[src/rtl/fetch_stage.sv]
// Program-counter and fetch stage: drives a combinational word-addressed instruction memory
// and registers the returned word into a valid/ready IF/ID slot, with redirect and halt.
module fetch_stage #(
   parameter int unsigned           ADDR_WIDTH  = 16,
   parameter int unsigned           DATA_WIDTH  = 32,
   parameter logic [ADDR_WIDTH-1:0] RESET_PC    = '0,
   parameter logic [DATA_WIDTH-1:0] HALT_WORD   = '0,
   parameter bit                    HALT_ENABLE = 1'b1
) (
   input  logic                  clk,
   input  logic                  rst,
   output logic [ADDR_WIDTH-1:0] imem_addr,
   input  logic [DATA_WIDTH-1:0] imem_data,
   input  logic                  redirect_valid,
   input  logic [ADDR_WIDTH-1:0] redirect_pc,
   output logic                  id_valid,
   input  logic                  id_ready,
   output logic [DATA_WIDTH-1:0] id_instr,
   output logic [ADDR_WIDTH-1:0] id_pc,
   output logic                  halted,
   output logic [15:0]           fetch_count
);

   typedef enum logic [0:0] {StRun, StHalt} state_e;

   state_e                  state_q, state_d;
   logic [ADDR_WIDTH-1:0]   pc_q, pc_d;
   logic                    valid_q, valid_d;
   logic [DATA_WIDTH-1:0]   instr_q, instr_d;
   logic [ADDR_WIDTH-1:0]   id_pc_q, id_pc_d;
   logic [15:0]             count_q, count_d;
   logic                    fire;
   logic                    slot_free;
   logic                    is_halt_word;

   assign fire         = valid_q & id_ready;
   assign slot_free    = ~valid_q | id_ready;
   assign is_halt_word = HALT_ENABLE && (imem_data == HALT_WORD);

   always_comb begin
      state_d = state_q;
      pc_d    = pc_q;
      valid_d = valid_q;
      instr_d = instr_q;
      id_pc_d = id_pc_q;
      count_d = count_q;

      // A handshake is counted whatever else happens this cycle, including a redirect.
      if (fire && (count_q != 16'hFFFF)) begin
         count_d = count_q + 16'd1;
      end

      if (redirect_valid) begin
         pc_d    = redirect_pc;
         valid_d = 1'b0;
         state_d = StRun;
      end else if (state_q == StHalt) begin
         if (fire) begin
            valid_d = 1'b0;
         end
      end else if (slot_free) begin
         if (is_halt_word) begin
            valid_d = 1'b0;
            state_d = StHalt;
         end else begin
            instr_d = imem_data;
            id_pc_d = pc_q;
            valid_d = 1'b1;
            pc_d    = pc_q + ADDR_WIDTH'(1);
         end
      end
   end

   always_ff @(posedge clk) begin
      if (rst) begin
         state_q <= StRun;
         pc_q    <= RESET_PC;
         valid_q <= 1'b0;
         instr_q <= '0;
         id_pc_q <= '0;
         count_q <= '0;
      end else begin
         state_q <= state_d;
         pc_q    <= pc_d;
         valid_q <= valid_d;
         instr_q <= instr_d;
         id_pc_q <= id_pc_d;
         count_q <= count_d;
      end
   end

   assign imem_addr   = pc_q;
   assign id_valid    = valid_q;
   assign id_instr    = instr_q;
   assign id_pc       = id_pc_q;
   assign halted      = (state_q == StHalt);
   assign fetch_count = count_q;

endmodule

[config.mk]
export PLATFORM = sky130hd
export DESIGN_NAME = fetch_stage
export DESIGN_NICKNAME = d
export VERILOG_FILES = /design/src/rtl/fetch_stage.sv
export SDC_FILE = /design/constraint.sdc
export NUM_CORES = 1
export LEC_CHECK = 0
export ABC_AREA = 1
export BUFFER_PORTS_ARGS = -buffer_cell sky130_fd_sc_hd__buf_2
export CELL_PAD_IN_SITES_DETAIL_PLACEMENT = 0
export CELL_PAD_IN_SITES_GLOBAL_PLACEMENT = 1
export CORE_MARGIN = 2
export CORE_UTILIZATION = 35
export DETAILED_ROUTE_END_ITERATION = 8
export PLACE_DENSITY_LB_ADDON = 0.1
export SYNTH_ARGS = -nofsm -noshare
export SYNTH_HDL_FRONTEND = slang
export SYNTH_SLANG_ARGS = --single-unit
[constraint.sdc]
create_clock -name clk -period 1.7 [get_ports clk]
set_input_delay 0.17 -clock clk [delete_from_list [all_inputs] [get_ports clk]]
set_output_delay 0.17 -clock clk [all_outputs]
set_load 0.02 [all_outputs]
---- Word level (Yosys, flattened, before mapping) ----
Cells that the tools add are included.
storage, ports and cells
  output and inout bits ................... 82
  bits of input ports ..................... 52
  register bits ........................... 82
cells by class
  add/subtract/negate cells ............... 2
  bitwise operators ....................... 6
  equal/unequal tests ..................... 4
  muxes and demuxes ....................... 11
  reductions and logical operators ........ 8
operators with widths
  operator                 count
  $mux W16                 4
  $add A16 B1 Y16 const B  2
  $logic_not A32 Y1        1
  $ne A16 B16 Y1 const B   1
  $mux W1                  7
  $ne A2 B2 Y1 const B     2
  $not A1 Y1               4
  $reduce_and A4 Y1        1
  $reduce_bool A2 Y1       2
  $reduce_and A3 Y1        1
  $ne A2 B1 Y1 const B     1
  $reduce_and A2 Y1        1
  $reduce_or A2 Y1         1
  $and A1 B1 Y1            1
  $logic_and A1 B1 Y1      1
  $or A1 B1 Y1             1

---- Longest topological paths before layout ----
Gate-level depths: netlist (run 1).
  depth after elaboration ................. 5
  depth in mapped cells ................... 11

---- Worst setup path before layout (run 1) ----
OpenSTA, ideal clock, no wires.
  path kind ............................... register to register
  start point ............................. reg count_q[0] (netlist: fetch_count[0])
  end point ............................... reg count_q[7] (netlist: fetch_count[7])
  slack ................................... 33 ps
  stages on the path, launching flop included .. 11
  path buffers ............................ 1
  arrival time ............................ 1597 ps
  setup time .............................. 70 ps
  cell sequence ........................... dfxtp_1 > ha_1 > nand3_1 > nor3_4 > nand2_1 > nand2_1 > nand2_2 > buf_6 > nand2_1 > o21ai_1 > a21oi_1
on the way
  cells in the longest elaborated chain, start to end .. 2
ends and longest elaborated chain
  element                                                  RTL line  source
  start, declared                                          31        logic [15:0] count_q, count_d;
  start signal, assigned                                   88        count_q <= count_d;
  branches (longest 2 deep; another with $add A16 B1 Y16)  n/a
Parallel ways; which one is timed is not known.
A chain may end at the register's enable or synchronous reset.

---- Final worst setup path (run 1) ----
  start point ............................. reg pc_q[1] (netlist: imem_addr[1])
  end point ............................... reg pc_q[10] (netlist: imem_addr[10])
on the way
  cells in the longest elaborated chain, start to end .. 5
ends and longest elaborated chain
  element                 RTL line  source
  start, declared         27        logic [ADDR_WIDTH-1:0] pc_q, pc_d;
  start signal, assigned  84        pc_q <= pc_d;
  $add A16 B1 Y16         69        pc_d = pc_q + ADDR_WIDTH'(1);
  $mux W16                62        if (is_halt_word) begin
  $mux W16                61        end else if (slot_free) begin
  $mux W16                57        end else if (state_q == StHalt) begin
  $mux W16                53        if (redirect_valid) begin
Every way passes these cells. The select of a mux whose other input is x is not followed.

==> results of run 1 <==
-- flip-flops by register name, summed over array words and instances (netlist names) --
signal / count
id_instr: 32
fetch_count: 16
id_pc: 16
imem_addr: 16
halted: 1
id_valid: 1
-- cells by family after synthesis --
family,Yosys count,synth area share
compound gates,99,0.1259
xor+xnor,7,0.01519
fa+ha+maj,2,0.006199
buf+inv,80,0.08617
flops,82,0.4067
mux,1,0.002480
simple gates,338,0.3574
-- report_power, final --
group          leakage [nW]  internal [mW]  switching (mW)  total [mW]
Combinational          1.63          0.241           0.410       0.651
Clock                 0.153           1.22           0.794        2.01
Sequential            0.671           2.01          0.0635        2.07
-- worst max-delay path, delay by kind of cell, from the launching register on --
kind | cells | cell delay, ns
compound gates | 3 | 0.42
simple gates | 5 | 0.49
flops | 1 | 0.34
fa+ha+maj | 1 | 0.20
-- stage by stage --
stage	util	total power [mW]
after floorplan	-	2.494
after global placement	0.4384	2.754
after detailed placement	0.4384	2.764
after CTS	0.4654	4.795
after global routing	0.4677	4.952
final	0.4677	4.734
-- per-layer routing --
| layer | part of all wire | vias up | track usage |
|---|---|---|---|
| li1 | - | 2264 | - |
| met5 | 0 | - | 0 |
| met1 | 0.47 | 1971 | 0.2643 |
| met2 | 0.47 | 108 | 0.3244 |
| met3 | 0.044 | 21 | 0.03375 |
| met4 | 0.017 | 0 | 0.07654 |
-- area by class of cell --
| cell class | instances | share of cell area |
|---|---|---|
| antenna | 1 | 0.0004726 |
| clock buffer | 12 | 0.04844 |
| clock inverter | 4 | 0.009215 |
| timing repair buffer | 162 | 0.1723 |
| multi-input combinational | 447 | 0.3918 |
| inverter | 48 | 0.03403 |
| sequential | 82 | 0.3100 |
| tap | 143 | 0.03379 |
-- worst min path at each step --
| stage | start | endpoint | slack [ns] | cells after the start |
|---|---|---|---|---|
| after floorplan | imem_data[10] | id_instr[10]$_SDFFE_PP0P_ | 0.34 | 2 |
| after global placement | id_instr[0]$_SDFFE_PP0P_ | id_instr[0]$_SDFFE_PP0P_ | 0.44 | 2 |
| after detailed placement | id_instr[7]$_SDFFE_PP0P_ | id_instr[7]$_SDFFE_PP0P_ | 0.45 | 2 |
| after CTS | imem_data[27] | id_instr[27]$_SDFFE_PP0P_ | 0.10 | 3 |
| after global routing | imem_data[24] | id_instr[24]$_SDFFE_PP0P_ | 0.11 | 3 |
| final | imem_data[24] | id_instr[24]$_SDFFE_PP0P_ | 0.11 | 3 |
-- Yosys cell counts, drive strengths merged --
library cell	n
o211ai	1
nor3	8
buf	16
o21bai	2
clkbuf	16
nor3b	2
nand2	177
a21oi	77
xor2	4
a31oi	2
o21ai	16
a211oi	1
dfxtp	82
mux2i	1
nand4	4
nand3	90
ha	2
xnor2	3
inv	48
nor2	57
==> metrics.cfg, run 1 <==
[placement]
placedInstanceArea_mm2=0.004964
place_congestion=0.8340
dp_slack_ns=0.1044
post-dp-hpwl_um=9000
place_inst=882
portBuffers=133

[floorplan]
start_util=0.3565
core-area_mm2=0.01132
die_area_mm2=0.01241
die_h_um=111.4
io_pins=134
num_rows=39
fp.dieW_um=111.4

[cells_and_area]
drive_above_1_share=0.2517
final-instance-count-excl-fill=899
syn_to_final_growth_pct=31.18
seq_area_mm2=0.001642
final_area_mm2=0.005295
nNetsFinal=804
layout_common_cells=nand2_1 (173), buf_2 (133), nand3_1 (88)
multiInputGateArea_mm2=0.002074
num-fill-cells=1209
final_common_cell=nand2_1

[sta]
period_needed_ns=1.528
drv_slew=0
setup_slack_ns=0.1723
fin_crit_sh=0.8987
rsz0062_at_grt=no
finClkSkew_ns=0.006771
tightest_slew_ns=0.4824
setup_viol=0
fmax_mhz=654.6
timing_hold_violations_final=0
finalSetupTns_ns=0
slew_headroom=0.6776
timing.hold.ws_ns=0.1124

[synth]
ys_seq_area_frac=0.4067
synth_cell_types=29
synth_area_leaders=dfxtp_1 (41%), nand2_1 (16%), nand3_1 (11%)
yosysTopAreaCell=dfxtp_1
yosysWarnings=0
yosysTopAreaCellShare=0.4067
syn_inst=609
ys_ff_latch=82
syn_area_per_cell_um2=6.628
syn-cell-area_mm2=0.004036
syn-num-nets=663

[critical_path]
endpoint=imem_addr[10]$_SDFFE_PP0P_
crit_top_cell=nand2_1
cp-end-kind=flop
cp-startpoint=imem_addr[1]$_SDFFE_PP0P_
critPathMaxStageDelay_ns=0.34
path_cells=ha_1, nand2_1, nor2_2, nand2_2, o21ai_0, nand2_1, o21ai_0, nand2_1, a21oi_1
cp_max_fo=4
worst_ep_required_time_ns=1.96
critPathKind=flop to flop
worst_r2r_endpoint=imem_addr[10]$_SDFFE_PP0P_
reg2reg_slack_ns=0.17
worstRegToRegCells=9
crit_slowest_cell=dfxtp_1
cp_data_arrival_time_ns=1.79
cp-start-kind=flop
r2r_start=imem_addr[1]$_SDFFE_PP0P_

[cts]
tritoncts=yes
cts-resized-gates=0
cts_hold_buffers=0
clockBufferDepth=2
h-tree-depth=3
path_clk_slew_ns=0.06
cts_root_buf=clkbuf_16
cts_num_sinks=82
clock_latency_ns=0.33
cts_buffers=9
post_cts_buffers=0

[detailed_routing]
dr.first_iter.drc_count=263
vias=4364
drc_errors=0
drt_wl_total_um=12330
viasPerCell=4.854
dr.pass1.iters=4
wl_per_cell_um=13.72
ant_nets=0

[global_route]
grt-ovfl-total=0
grt_pass1_vias=4124
grt_pass1_wl_um=20230
grt_antenna_before_repair=1
track_usage=0.1987
grt_max_degree=35

[hold_path]
min_path_type=primary input to flop

[power_and_ir_drop]
power_density_mw_per_mm2=894.0
p_leak_nw=2.453
max-vdd-ir-drop_mv=0.4769

[flow_run]
cap_viol_max_count=0

[status]
status=finished clean

Power figures use the tool's default switching activity.
==> inputs of run 2 (changes only) <==
Settings changed: ABC_AREA 1 to not set.
==> run 2 against run 1 <==
Non-clock buffer count grew 38. Clock power decreased by 32%. Combinational power increased by 6.6%. Critical endpoint is now imem_addr[9]$_SDFFE_PP0P_. Highest routed layer unchanged.
==> metrics.cfg, run 2 <==
[sta]
finClkSkew_ns=0.01168
setup_slack_ns=0.07453
setup_viol=0
timing_hold_violations_final=0
slew_headroom=0.4870
rsz0062_at_grt=yes
drv_slew=0
tightest_slew_ns=0.7695
fin_crit_sh=0.9562
fmax_mhz=615.2
period_needed_ns=1.625

[cts]
cts_num_sinks=82
cts_hold_buffers=0
h-tree-depth=3
tritoncts=yes
path_clk_slew_ns=0.09
clock_latency_ns=0.34
clockBufferDepth=2
cts_buffers=9
cts_root_buf=clkbuf_8

[floorplan]
die_area_mm2=0.01112
die_h_um=105.5
core-area_mm2=0.01014
fp.dieW_um=105.5
start_util=0.3554
io_pins=134
num_rows=37

[detailed_routing]
ant_nets=0
dr.pass1.iters=4
wl_per_cell_um=13.50
drt_wl_total_um=10280
viasPerCell=4.831
drc_errors=0
vias=3681
dr.first_iter.drc_count=129

[critical_path]
cp_top_family=compound AO/OA/AOI/OAI gates
reg2reg_slack_ns=0.07
worst_ep_required_time_ns=1.96
cp-start-kind=flop
crit_top_cell=buf_4
critPathKind=flop to flop
crit_slowest_cell=dfxtp_2
cp_data_arrival_time_ns=1.89
path_cells=buf_4, nand2_1, buf_4, or3_4, a211oi_2, xnor2_1, a211oi_1
cp_max_fo=4
cp-end-kind=flop
critPathMaxStageDelay_ns=0.35
crit_buf_inv=2

[power_and_ir_drop]
max-vdd-ir-drop_mv=0.3702
p_leak_nw=2.246
p_total_mw=4.132
power_density_mw_per_mm2=799.6

[status]
status=finished clean

[global_route]
grt_max_degree=38
grt-ovfl-total=0
busiest_layer=met2
grt_use_met3=0.05195
use_met1=0.2466
track_usage=0.1857
grt_pass1_vias=3518
grt_use_met2=0.2917
grt_antenna_before_repair=0
grt_pass1_wl_um=16750

[cells_and_area]
nNetsFinal=676
final-instance-count-excl-fill=762
final_common_cell=buf_2
drive_above_1_share=0.3930
diodes=0
num-fill-cells=1033
final_area_mm2=0.005167
largest_reg_flops=32
final_util=0.5097
layout_common_cells=buf_2 (133), nand2_1 (111), dfxtp_1 (74)
syn_to_final_growth_pct=43.40

[synth]
synth_cell_types=45
syn-num-nets=490
async_flop_share=0
yosysWarnings=0
syn_inst=436
yosysTopAreaCell=dfxtp_1
synth_area_leaders=dfxtp_1 (46%), nand2_1 (12%), a21oi_1 (7.6%)
syn-cell-area_mm2=0.003603
ys_seq_area_frac=0.4556
netlist_top_cells_count=nand2_1 (112), dfxtp_1 (82), a21oi_1 (55), nor2_1 (29), a211oi_1 (20)
synth_top_flop_cell=dfxtp_1
synth-edff-count=0
ys_ff_latch=82
yosysTopAreaCellShare=0.4556
synth_most_common_cell=nand2_1
syn_area_per_cell_um2=8.265

[placement]
placedInstanceArea_mm2=0.004886
place_inst=745
place_congestion=0.8548
portBuffers=133
post-dp-hpwl_um=7713
dp_slack_ns=-0.2229

[hold_path]
min_path_type=primary input to flop

[flow_run]
cap_viol_max_count=0

[run 2: cell count changes after synthesis, moves of 5 or more]
cell      before  now
nor2_1        55   29
and4_1         0    7
xor2_1         4    9
xnor2_1        3   15
nand3_1       89   10
a21oi_1       77   55
a211oi_1       1   20
inv_1         48    6
nand2_1      174  112
nor4_1         0    9
o21ai_0       15    5
nand4_1        4   10
[run 2: stage by stage]
step           hold slack, ns  setup TNS (ns)
2_1_floorplan          0.3060               0
3_3_place_gp           0.4242          -11.74
3_5_place_dp           0.4320          -11.76
4_1_cts               0.04833       -0.006496
5_1_grt               0.05289        -0.01110
6_report              0.07086               0
[run 2: area by class of cell]
cell class / instances / area, um2 / area share
clock buffers: 11 / 131.4 / 0.02542
clock inverters: 4 / 53.80 / 0.01041
inverters: 7 / 26.28 / 0.005085
multi-input cells: 322 / 1912 / 0.3700
flip-flops and latches: 82 / 1652 / 0.3196
well taps: 136 / 170.2 / 0.03293
repair buffers: 200 / 1222 / 0.2366
[run 2: worst paths after layout]
check / end / cells past startpoint / startpoint
worst min register to register: id_instr[13]$_SDFFE_PP0P_ / 2 / id_instr[13]$_SDFFE_PP0P_
worst min-delay path: id_instr[10]$_SDFFE_PP0P_ / 3 / imem_data[10]
worst max-delay path: imem_addr[9]$_SDFFE_PP0P_ / 7 / imem_addr[0]$_SDFFE_PP0P_
worst max register to register: imem_addr[9]$_SDFFE_PP0P_ / 7 / imem_addr[0]$_SDFFE_PP0P_
[run 2: cell families (layout without fill, tap and decap cells)]
logic type               count (synthesis)  in the layout  share of synthesized area
AO/OA/AOI/OAI                           95             95                     0.1740
buffers and inverters                   32            222                    0.04097
flip-flops                              82             82                     0.4556
AND/OR/NAND/NOR                        199            199                     0.2587
adder cells (fa/ha/maj)                  2              2                   0.006943
XOR/XNOR                                24             24                    0.05834
multiplexers                             2              2                   0.005556
[run 2: metal layers]
layer	vias to the layer above	part of all wire
met2	102	0.45
met4	0	0.0076
met5	-	0
met1	1686	0.47
met3	6	0.074
li1	1887	-
[run 2: where the power goes]
group	switching (mW)	internal, mW	leakage, nW
combinational	0.401	0.293	1.49
clock	0.697	0.676	0.0856
sequential	0.0524	2.01	0.674
total	1.15	2.98	2.25
[run 2: repair_timing]
item | CTS | global route
pin swaps | 3 | 9
gates resized for setup | 5 | 17
endpoints found under the setup margin | 5 | 13
setup buffers | 0 | 2
[run 2: worst min-delay path: stages]
cell and delay (ns):
buf_2 0.10, nand2_1 0.05, a21oi_1 0.05
==> inputs of run 3 (changes only) <==
Settings changed: CORE_UTILIZATION 35 to 38.
Clock period 1.7 ns to 2.1 ns, I/O delays scaled along.
==> run 3 against run 2 <==
Sequential share of layout area up 2.4 points. Highest routed layer unchanged. Clock power fell by 15%. Maximum frequency is 15% lower. Critical path type unchanged. Sequential cell count did not move. Critical endpoint is now id_pc[8]$_SDFFE_PP0P_.
==> metrics.cfg, run 3 (synthesis gave the netlist of run 2 again) <==
[cells_and_area]
nNetsFinal=635
drive_above_1_share=0.3157
final_util=0.5166
diodes=0
largest_reg_flops=32
layout_common_cells=buf_2 (133), nand2_1 (112), dfxtp_1 (82)
syn_to_final_growth_pct=32.47
final-instance-count-excl-fill=715
final_common_cell=buf_2

[critical_path]
critPathKind=flop to flop
cp_top_family=compound AO/OA/AOI/OAI gates
path_cells=or2b_1, nand2_1, a211oi_4, buf_4, nand2_1, a21oi_1
crit_slowest_cell=a211oi_4
cp_max_fo=19
critPathMaxStageDelay_ns=0.77
worstSetupPathDepth=6
worst_r2r_endpoint=id_pc[8]$_SDFFE_PP0P_
endpoint=id_pc[8]$_SDFFE_PP0P_
worstRegToRegCells=6
cp-start-kind=flop
cp_data_arrival_time_ns=2.18
cp-end-kind=flop
r2r_start=id_valid$_SDFFE_PP0P_
cp-startpoint=id_valid$_SDFFE_PP0P_
reg2reg_slack_ns=0.19
crit_buf_inv=1
crit_top_cell=nand2_1
worst_ep_required_time_ns=2.37

[flow_run]
cap_viol_max_count=0

[cts]
cts_buffers=9
post_cts_buffers=0
cts-resized-gates=0
cts_root_buf=clkbuf_8
tritoncts=yes
cts_num_sinks=82
clock_latency_ns=0.34
clockBufferDepth=2
path_clk_slew_ns=0.09
h-tree-depth=3
cts_hold_buffers=0

[detailed_routing]
vias=3506
drc_errors=0
viasPerCell=4.903
dr.first_iter.drc_count=110
wl_per_cell_um=13.71
drt_wl_total_um=9802
ant_nets=0
dr.pass1.iters=4

[floorplan]
io_pins=134
start_util=0.3900
die_h_um=101.4
die_area_mm2=0.01028
core-area_mm2=0.009240
num_rows=35
fp.dieW_um=101.4

[sta]
fin_crit_sh=0.9078
finClkSkew_ns=0.01052
drv_slew=0
tightest_slew_ns=0.8903
rsz0062_at_grt=no
timing_hold_violations_final=0
fmax_mhz=524.6
slew_headroom=0.4045
period_needed_ns=1.906
setup_viol=0

[hold_path]
min_path_type=primary input to flop
min_from=imem_data[12]

[placement]
portBuffers=133
post-dp-hpwl_um=7280
place_congestion=0.8060
place_inst=699

[global_route]
track_usage=0.1929
grt_pass1_wl_um=15770
grt_pass1_vias=3147
grt_max_degree=39
grt-ovfl-total=0
grt_antenna_before_repair=0

[power_and_ir_drop]
p_leak_nw=2.041
power_density_mw_per_mm2=700.3
max-vdd-ir-drop_mv=0.3642

[status]
status=finished clean

-- run 3: metal layers --
| metal | share of wire | global-route usage | up-vias |
|---|---|---|---|
| li1 | - | - | 1814 |
| met2 | 0.45 | 0.3016 | 90 |
| met3 | 0.068 | 0.05452 | 5 |
| met4 | 0.0058 | 0.04990 | 0 |
| met5 | 0 | 0 | - |
| met1 | 0.47 | 0.2633 | 1597 |
-- run 3: final cells by class --
cell class	instances	area, um2
well taps	129	161.4
inverters	7	26.28
multi-input cells	322	1841
clock inverters	4	50.05
flip-flops and latches	82	1642
repair buffers	159	898.4
fillers	959	4467
clock buffers	12	155.1
-- run 3: worst register-to-register path: stages (launching register included) --
cell	delay, ns
dfxtp_1	0.32
or2b_1	0.18
nand2_1	0.12
a211oi_4	0.77
buf_4	0.28
nand2_1	0.06
a21oi_1	0.12
-- run 3: worst min path at each step --
| stage | slack [ns] | endpoint | cells past startpoint |
|---|---|---|---|
| 2_1_floorplan | 0.35 | id_instr[0]$_SDFFE_PP0P_ | 2 |
| 3_3_place_gp | 0.44 | id_pc[4]$_SDFFE_PP0P_ | 2 |
| 3_5_place_dp | 0.44 | id_instr[22]$_SDFFE_PP0P_ | 2 |
| 4_1_cts | 0.09 | id_instr[10]$_SDFFE_PP0P_ | 3 |
| 5_1_grt | 0.10 | id_instr[6]$_SDFFE_PP0P_ | 3 |
| 6_report | 0.11 | id_instr[12]$_SDFFE_PP0P_ | 3 |
-- run 3: metrics by stage --
| step | total power [mW] | instance area (um2) | TNS, ns | setup slack [ns] | hold slack, ns |
|---|---|---|---|---|---|
| 2_1_floorplan | 1.985 | 3603 | 0 | 0.3068 | 0.3460 |
| 3_3_place_gp | 2.204 | 4563 | 0 | 0.02726 | 0.4410 |
| 3_5_place_dp | 2.208 | 4563 | -0.05824 | -0.05721 | 0.4435 |
| 4_1_cts | 3.388 | 4768 | 0 | 0.02235 | 0.09086 |
| 5_1_grt | 3.517 | 4773 | 0 | 0.003390 | 0.1002 |
| 6_report | 3.343 | 4773 | 0 | 0.1937 | 0.1098 |
-- run 3: power breakdown --
group / internal, mW / switching [mW] / total, mW
Clock: 0.614 / 0.560 / 1.17
Combinational: 0.190 / 0.302 / 0.492
Sequential: 1.63 / 0.0489 / 1.68
